**src/rtl/stream_mux_pkg.sv**
```systemverilog
// stream_mux_pkg: shared state encoding, limits and channel slicing for stream_mux_n.
package stream_mux_pkg;
    typedef enum logic [1:0] {ST_EMPTY, ST_HOLD, ST_FULL} state_t;
    localparam int MAX_INPUTS = 16;
    localparam int MAX_WIDTH = 64;
    localparam int BUS_BITS = MAX_INPUTS * MAX_WIDTH;
    function automatic logic [MAX_WIDTH-1:0] chan_slice(input logic [BUS_BITS-1:0] bus, input int width, input int k);
        logic [BUS_BITS-1:0] shifted;
        shifted = bus >> (k * width);
        return shifted[MAX_WIDTH-1:0];
    endfunction
endpackage

```
**src/rtl/stream_skid_buffer.sv**
```systemverilog
// stream_skid_buffer: 2-entry output register plus skid slot with a registered in_ready.
module stream_skid_buffer
    import stream_mux_pkg::*;
#(
    parameter int WIDTH = 32
) (
    input  logic             clk,
    input  logic             rst,
    input  logic             in_valid,
    input  logic [WIDTH-1:0] in_data,
    output logic             in_ready,
    output logic             out_valid,
    input  logic             out_ready,
    output logic [WIDTH-1:0] out_data
);
    state_t state, state_next;
    logic [WIDTH-1:0] skid_data;
    logic out_fire;
    assign out_valid = state != ST_EMPTY;
    assign out_fire = out_valid && out_ready;
    always_comb begin
        state_next = state;
        state_next = state == ST_EMPTY ? (in_valid ? ST_HOLD : ST_EMPTY)
                   : state == ST_HOLD  ? (out_fire ? (in_valid ? ST_HOLD : ST_EMPTY) : (in_valid ? ST_FULL : ST_HOLD))
                   : (out_fire ? ST_HOLD : ST_FULL);
    end
    // in_valid is already qualified by in_ready, so FULL never sees it
    always_ff @(posedge clk) begin
        if (rst) begin
            state     <= ST_EMPTY;
            in_ready  <= 1'b1;
            out_data  <= '0;
            skid_data <= '0;
        end else begin
            state    <= state_next;
            in_ready <= state_next != ST_FULL;
            if (in_valid && (state == ST_EMPTY || out_fire))
                out_data <= in_data;
            else if (state == ST_FULL && out_fire)
                out_data <= skid_data;
            if (in_valid && state == ST_HOLD && !out_fire)
                skid_data <= in_data;
        end
    end
endmodule

```
**src/rtl/stream_mux_n.sv**
```systemverilog
// stream_mux_n: N-input valid/ready stream mux with a registered output stage.
// Define STREAM_MUX_SKID_EN to register o_Ready through a 2-entry skid buffer.
module stream_mux_n
    import stream_mux_pkg::*;
#(
    parameter int WIDTH = 32,
    parameter int INPUTS = 4,
    localparam int SEL_WIDTH = $clog2(INPUTS)
) (
    input  logic                    i_Clock,
    input  logic                    i_Reset,
    input  logic [SEL_WIDTH-1:0]    i_Select,
    input  logic [INPUTS*WIDTH-1:0] i_Input,
    input  logic [INPUTS-1:0]       i_Valid,
    output logic [INPUTS-1:0]       o_Ready,
    output logic [WIDTH-1:0]        o_Output,
    output logic [SEL_WIDTH-1:0]    o_Channel,
    output logic                    o_Valid,
    input  logic                    i_Ready
);
    localparam int SEL_SPAN = 1 << SEL_WIDTH;
    logic [SEL_SPAN-1:0] valid_ext;
    logic [BUS_BITS-1:0] bus_ext;
    logic [WIDTH-1:0] sel_data;
    logic sel_ok, can_accept, fire;
    always_comb begin
        valid_ext = SEL_SPAN'(i_Valid);
        bus_ext = BUS_BITS'(i_Input);
        sel_data = WIDTH'(chan_slice(bus_ext, WIDTH, int'(i_Select)));
        sel_ok = int'(i_Select) < INPUTS;
        fire = sel_ok && can_accept && valid_ext[i_Select];
        o_Ready = (sel_ok && can_accept) ? INPUTS'(1) << i_Select : '0;
    end
`ifdef STREAM_MUX_SKID_EN
    logic skid_ready;
    logic [WIDTH+SEL_WIDTH-1:0] out_word;
    assign can_accept = !i_Reset && skid_ready;
    assign {o_Channel, o_Output} = out_word;
    stream_skid_buffer #(.WIDTH(WIDTH + SEL_WIDTH)) u_skid (
        .clk       (i_Clock),
        .rst       (i_Reset),
        .in_valid  (fire),
        .in_data   ({i_Select, sel_data}),
        .in_ready  (skid_ready),
        .out_valid (o_Valid),
        .out_ready (i_Ready),
        .out_data  (out_word)
    );
`else
    state_t state, state_next;
    assign can_accept = !i_Reset && (state == ST_EMPTY || i_Ready);
    assign o_Valid = state == ST_HOLD;
    always_comb begin
        state_next = state;
        if (fire)
            state_next = ST_HOLD;
        else if (i_Ready)
            state_next = ST_EMPTY;
    end
    always_ff @(posedge i_Clock) begin
        if (i_Reset) begin
            state     <= ST_EMPTY;
            o_Output  <= '0;
            o_Channel <= '0;
        end else begin
            state <= state_next;
            if (fire) begin
                o_Output  <= sel_data;
                o_Channel <= i_Select;
            end
        end
    end
`endif
endmodule

```
**config.mk**
```make
export PLATFORM = sky130hd
export DESIGN_NAME = stream_mux_n
export DESIGN_NICKNAME = d
export VERILOG_FILES = /design/src/rtl/stream_mux_pkg.sv /design/src/rtl/stream_skid_buffer.sv /design/src/rtl/stream_mux_n.sv
export SDC_FILE = /design/constraint.sdc
export NUM_CORES = 1
export LEC_CHECK = 0
export CORE_MARGIN = 3
export CORE_UTILIZATION = 35
export DETAILED_ROUTE_END_ITERATION = 8
export PLACE_DENSITY = 0.8
export SLEW_MARGIN = 20
export SYNTH_ARGS = -nofsm -noshare
export SYNTH_HDL_FRONTEND = slang
export SYNTH_SLANG_ARGS = --single-unit
```
**constraint.sdc**
```tcl
create_clock -name i_Clock -period 4.3 [get_ports i_Clock]
set_input_delay 0.86 -clock i_Clock [delete_from_list [all_inputs] [get_ports i_Clock]]
set_output_delay 0.86 -clock i_Clock [all_outputs]
set_load 0.01 [all_outputs]
```
* Word-level counts from Yosys, hierarchy flattened
Index checks and enable logic that the tools add are counted.
** Cells by class
- Order comparisons :: 1
- Shift operators :: 2
- Multiplexer cells :: 5
- Reduce and logical (&&, ||, !) cells :: 6
** Operators by type and width (count)
- right shift 128 x 7 -> 32 bit :: 1
- two-way mux 4 bit :: 1
- << shifter 1 x 2 -> 4 bit (first input constant) :: 1
- less-than comparator 2 x 3 -> 1 bit (second input constant) :: 1
- two-way mux 1 bit :: 3
- binary-select mux 1 bit (select 2 bit) :: 1
- logical AND 1 bit :: 2
- zero test 2 bit :: 1
- nonzero test 2 bit :: 1
- zero test 1 bit :: 1
- logical OR 1 bit :: 1
** Storage, ports and cells
- Flip-flop bits (word level) :: 35
- Bits of input ports :: 137
- Output and inout bits :: 39
- Word-level logic and storage cells :: 17

* Longest topological paths before layout
- Depth in word-level cells :: 5
- Mapped depth :: 6
- Depth with buffers taken out :: 3

* Worst setup path after synthesis
No wires, ideal clock.
- Kind :: in2out
- Start point :: input port i_Ready
- End point :: output port o_Ready[2]
- Arrival :: 1751 ps
- Required time :: 3440 ps
- Path slack :: 1689 ps
- Stages :: 4
- Path buffers :: 2
- Cells stage by stage :: nand2b_1 -> clkbuf_1 -> clkbuf_1 -> and4b_1
** On the way
- Cells in the longest elaborated chain, start to end :: 3
** RTL lines
- from (decl) :: RTL line stream_mux_n.sv:19 : input logic i_Ready
- logical OR 1 bit :: RTL line stream_mux_n.sv:51 : assign can_accept = !i_Reset && (state == ST_EMPTY || i_Ready);
- logical AND 1 bit :: RTL line stream_mux_n.sv:51
- two-way mux 4 bit :: RTL line stream_mux_n.sv:32 : o_Ready = (sel_ok && can_accept) ? INPUTS'(1) << i_Select : '0;
- to (decl) :: RTL line stream_mux_n.sv:15 : output logic [INPUTS-1:0] o_Ready,
No other way between the ends.

* Worst setup path in the final report
- Start point :: input port i_Select[1]
- End point :: output port o_Ready[3]
** On the way
- Cells in the longest elaborated chain, start to end :: 2
** RTL lines
- from (decl) :: RTL line stream_mux_n.sv:12 : input logic [SEL_WIDTH-1:0] i_Select,
- << shifter 1 x 2 -> 4 bit :: RTL line stream_mux_n.sv:32
- two-way mux 4 bit :: RTL line stream_mux_n.sv:32
No other way between the ends.

==> key figures <==
Run status
  • Status: finished clean

Drt
  • Iter 0 DRT Violations: 94
  • Vias per inst: around 5.2
  • DRC Markers: 0
  • Average wire per standard cell: between 15 and 20 um
  • Final ANT Viol Nets: 0
  • Total Routed Length: approximately 8000 um
  • Via count: 2597
  • Router iterations before antenna repair: 4

Placement
  • Routability cong.: approximately 0.75
  • IO Port Bufs: roughly 180
  • Cell count after placement: approximately 500
  • Detail Placement HPWL: roughly 5900 um

Timing
  • Slew margin rel.: between 40% and 50%
  • FMAX: ~0.31 GHz
  • Slew @ Worst Pin: 0.822 ns
  • Final Skew: 0.00776 ns
  • Final Cycle Share: between 70% and 80%
  • Final Hold Vio Count: 0
  • Count of pins over their slew limit: 0
  • Final min period: between 3 and 4 ns
  • Setup TNS: 0 ns
  • Final setup fails: 0
  • Unrepaired setup endpoints after global routing: false

Flow run
  • Max cap viols: 0

Setup path
  • Max FO, Critical Path: 37
  • Worst Path Required: between 3 and 4 ns
  • Worst path max stage delay: between 0.6 and 0.7 ns
  • Crit end category: output pin
  • Crit-path cells: buf_2 > and4_1 > clkdlybuf4s50_1
  • Setup CP Type: in -> out
  • CP arrival: around 2.4 ns
  • Critical Path Source Type: primary input
  • Crit-path slowest cell: buf_2

CTS
  • H-Tree Depth: 2
  • Hold buffers post-CTS: 0
  • Insertion delay to the later sink of the worst-skew pair: approximately 0.28 ns
  • Total CTS buffers: 5
  • Post_cts resized: 0
  • Clock root buffer master: clkbuf_8
  • Longest Clk Path Bufs: 2
  • Post-CTS setup buffers: 0
  • Sink Count: 35
  • CTS tree: built
  • Clock-pin slew on the worst setup and hold paths: 0.07 ns

Global route
  • Number of global-route vias before repair: 2612
  • Global routing's busiest layer: met2
  • Met2 Use GR: a little over a third
  • M3 GR Usage: slightly below 6%
  • First-pass GRT wire length: around 12000 um
  • Met1 global-route usage: approximately 19%
  • GRT Overall Usage: approximately 18%
  • Total congestion overflow: 0
  • Initial antenna violation count: 0
  • Largest net degree at the start of global routing: 70

Synth
  • Cell count after synthesis: about 250
  • FF+latch count, synth: 35
  • Share of the synthesized area in the top cell type: between 20% and 30%
  • Synth Warn #: 0
  • Post-Syn Area: around 2600 sq um
  • Seq/Total Area, Yosys: a little over a quarter
  • Area contributors post-synth: mux4_2 (29%), dfxtp_1 (27%), a31o_1 (11%), nand4_1 (7.8%), inv_1 (5.0%)
  • Syn Nets: 384
  • Syn_area_per_cell: approximately 10 sq um
  • Cell taking the most area after synthesis: mux4_2
  • Distinct cells, synth: 21

Floorplan
  • Total Die Area: 8360 sq um
  • Initial core utilization: a little under two fifths
  • Die H: ~91 um
  • Total core area: 6940 sq um
  • Row count: 30
  • Top Ports: 176
  • Die width: ~91 um

Final layout
  • Post-route insts no fill: approximately 500
  • # diodes: 0
  • P&R area growth vs syn: 70.3%
  • Final net count: between 500 and 600
  • Final core occ: between 60% and 70%
  • Fraction of layout cells with a size suffix above 1: 16.3%

Power
  • P_leak: 0.00147 uW
  • Comb power frac: between 30% and 40%
  • Cell Int Power: between 600 and 700 uW
  • Worst IR Drop VDD: approximately 93 uV
  • Sw power: between 200 and 300 uW
  • Reg power frac: 37.5%
  • Power per cell area: about 220 nW/um^2
  • Sw frac: between 20% and 30%
  • Clock network power share: 24.7%

Worst hold path
  • Worst hold path class: reg -> reg
## per-stage QoR
| step | instance area, sq um | total power [uW] | hold slack, ns | worst slack [ns] |
|---|---|---|---|---|
| after floorplan | 2550 | 544 | 0.556 | 1.69 |
| after global placement | 4260 | 718 | 0.516 | 1.10 |
| after detailed placement | 4260 | 727 | 0.523 | 1.09 |
| after CTS | 4350 | 966 | 0.533 | 1.09 |
| after global routing | 4350 | 1010 | 0.546 | 1.01 |
| final | 4350 | 953 | 0.531 | 1.08 |
## critical path, delay by kind of cell
family | cells | cell delay (ns)
buffers and inverters | 2 | 1.15
and+or+nand+nor | 1 | 0.31
## flip-flops by register name, indices dropped and copies added (netlist names)
register	flops
o_Output	32
o_Channel	2
state	1
## final cells by class
type / instances / area, sq um
inverter: 36 / 135
clock inverter: 1 / 5.00
sequential: 35 / 701
clock buffer: 6 / 82.6
timing repair buffer: 179 / 1770
multi-input combinational: 142 / 1540
fill: 596 / 2600
tap: 96 / 120
## cell usage after synthesis (all sizes together)
cell type and number:
mux4 33, inv 36, buf 15, a41o 2, nor2 2, a21oi 33
mux2 1, nand2 1, and4 1, clkbuf 19, and3 1, and4b 1
a31o 32, dfxtp 35, a211oi 2, nand2b 1, nand4 32
## cells in the final DEF, fill, tap and decap left out
| cell | instances |
|---|---|
| a211oi_2 | 2 |
| a21oi_1 | 21 |
| a21oi_2 | 12 |
| a31o_1 | 32 |
| a41o_1 | 2 |
| and3_1 | 1 |
| and4_1 | 1 |
| and4b_1 | 1 |
| buf_2 | 3 |
| buf_4 | 4 |
| clkbuf_8 | 6 |
| clkdlybuf4s50_1 | 172 |
| clkinv_2 | 1 |
| dfxtp_1 | 35 |
| inv_1 | 34 |
| inv_2 | 2 |
| mux2_2 | 1 |
| mux4_2 | 32 |
| mux4_4 | 1 |
| nand2_1 | 1 |
| nand2b_2 | 1 |
| nand4_1 | 32 |
| nor2_1 | 2 |
## power groups by stage
| stage | Sequential [uW] | Combinational, uW | Clock [uW] |
|---|---|---|---|
| 2_1_floorplan | 375 | 169 | 0 |
| 3_3_place_gp | 363 | 355 | 0 |
| 3_5_place_dp | 365 | 362 | 0 |
| 4_1_cts | 357 | 364 | 245 |
| 5_1_grt | 360 | 387 | 259 |
| 6_report | 357 | 361 | 235 |
## cells by family (layout without fill, tap and decap cells)
kind of cell    count (synthesis)  count (layout)  share of synthesized area [%]
buf+inv                        70             222                           12.5
flops                          35              35                           27.4
mux                            34              34                           29.5
compound gates                 69              69                           21.0
simple gates                   39              39                           9.51
## metal layers
metal,up-vias,wire (um)
li1,1252,-
met1,1233,2980
met2,110,4260
met3,2,612
met4,0,38
met5,-,0
## worst paths after layout
kind,start,to,slack [ns],depth (start not counted)
max,i_Select[1],o_Ready[3],1.08,3
min,o_Output[27]$_SDFFE_PP0P_,o_Output[27]$_SDFFE_PP0P_,0.53,3
max reg2reg,state[0]$_SDFFE_PP0P_,o_Channel[0]$_SDFFE_PP0P_,2.78,4
min reg2reg,o_Output[27]$_SDFFE_PP0P_,o_Output[27]$_SDFFE_PP0P_,0.53,3
Note: power is estimated with default switching activity, not from simulation.
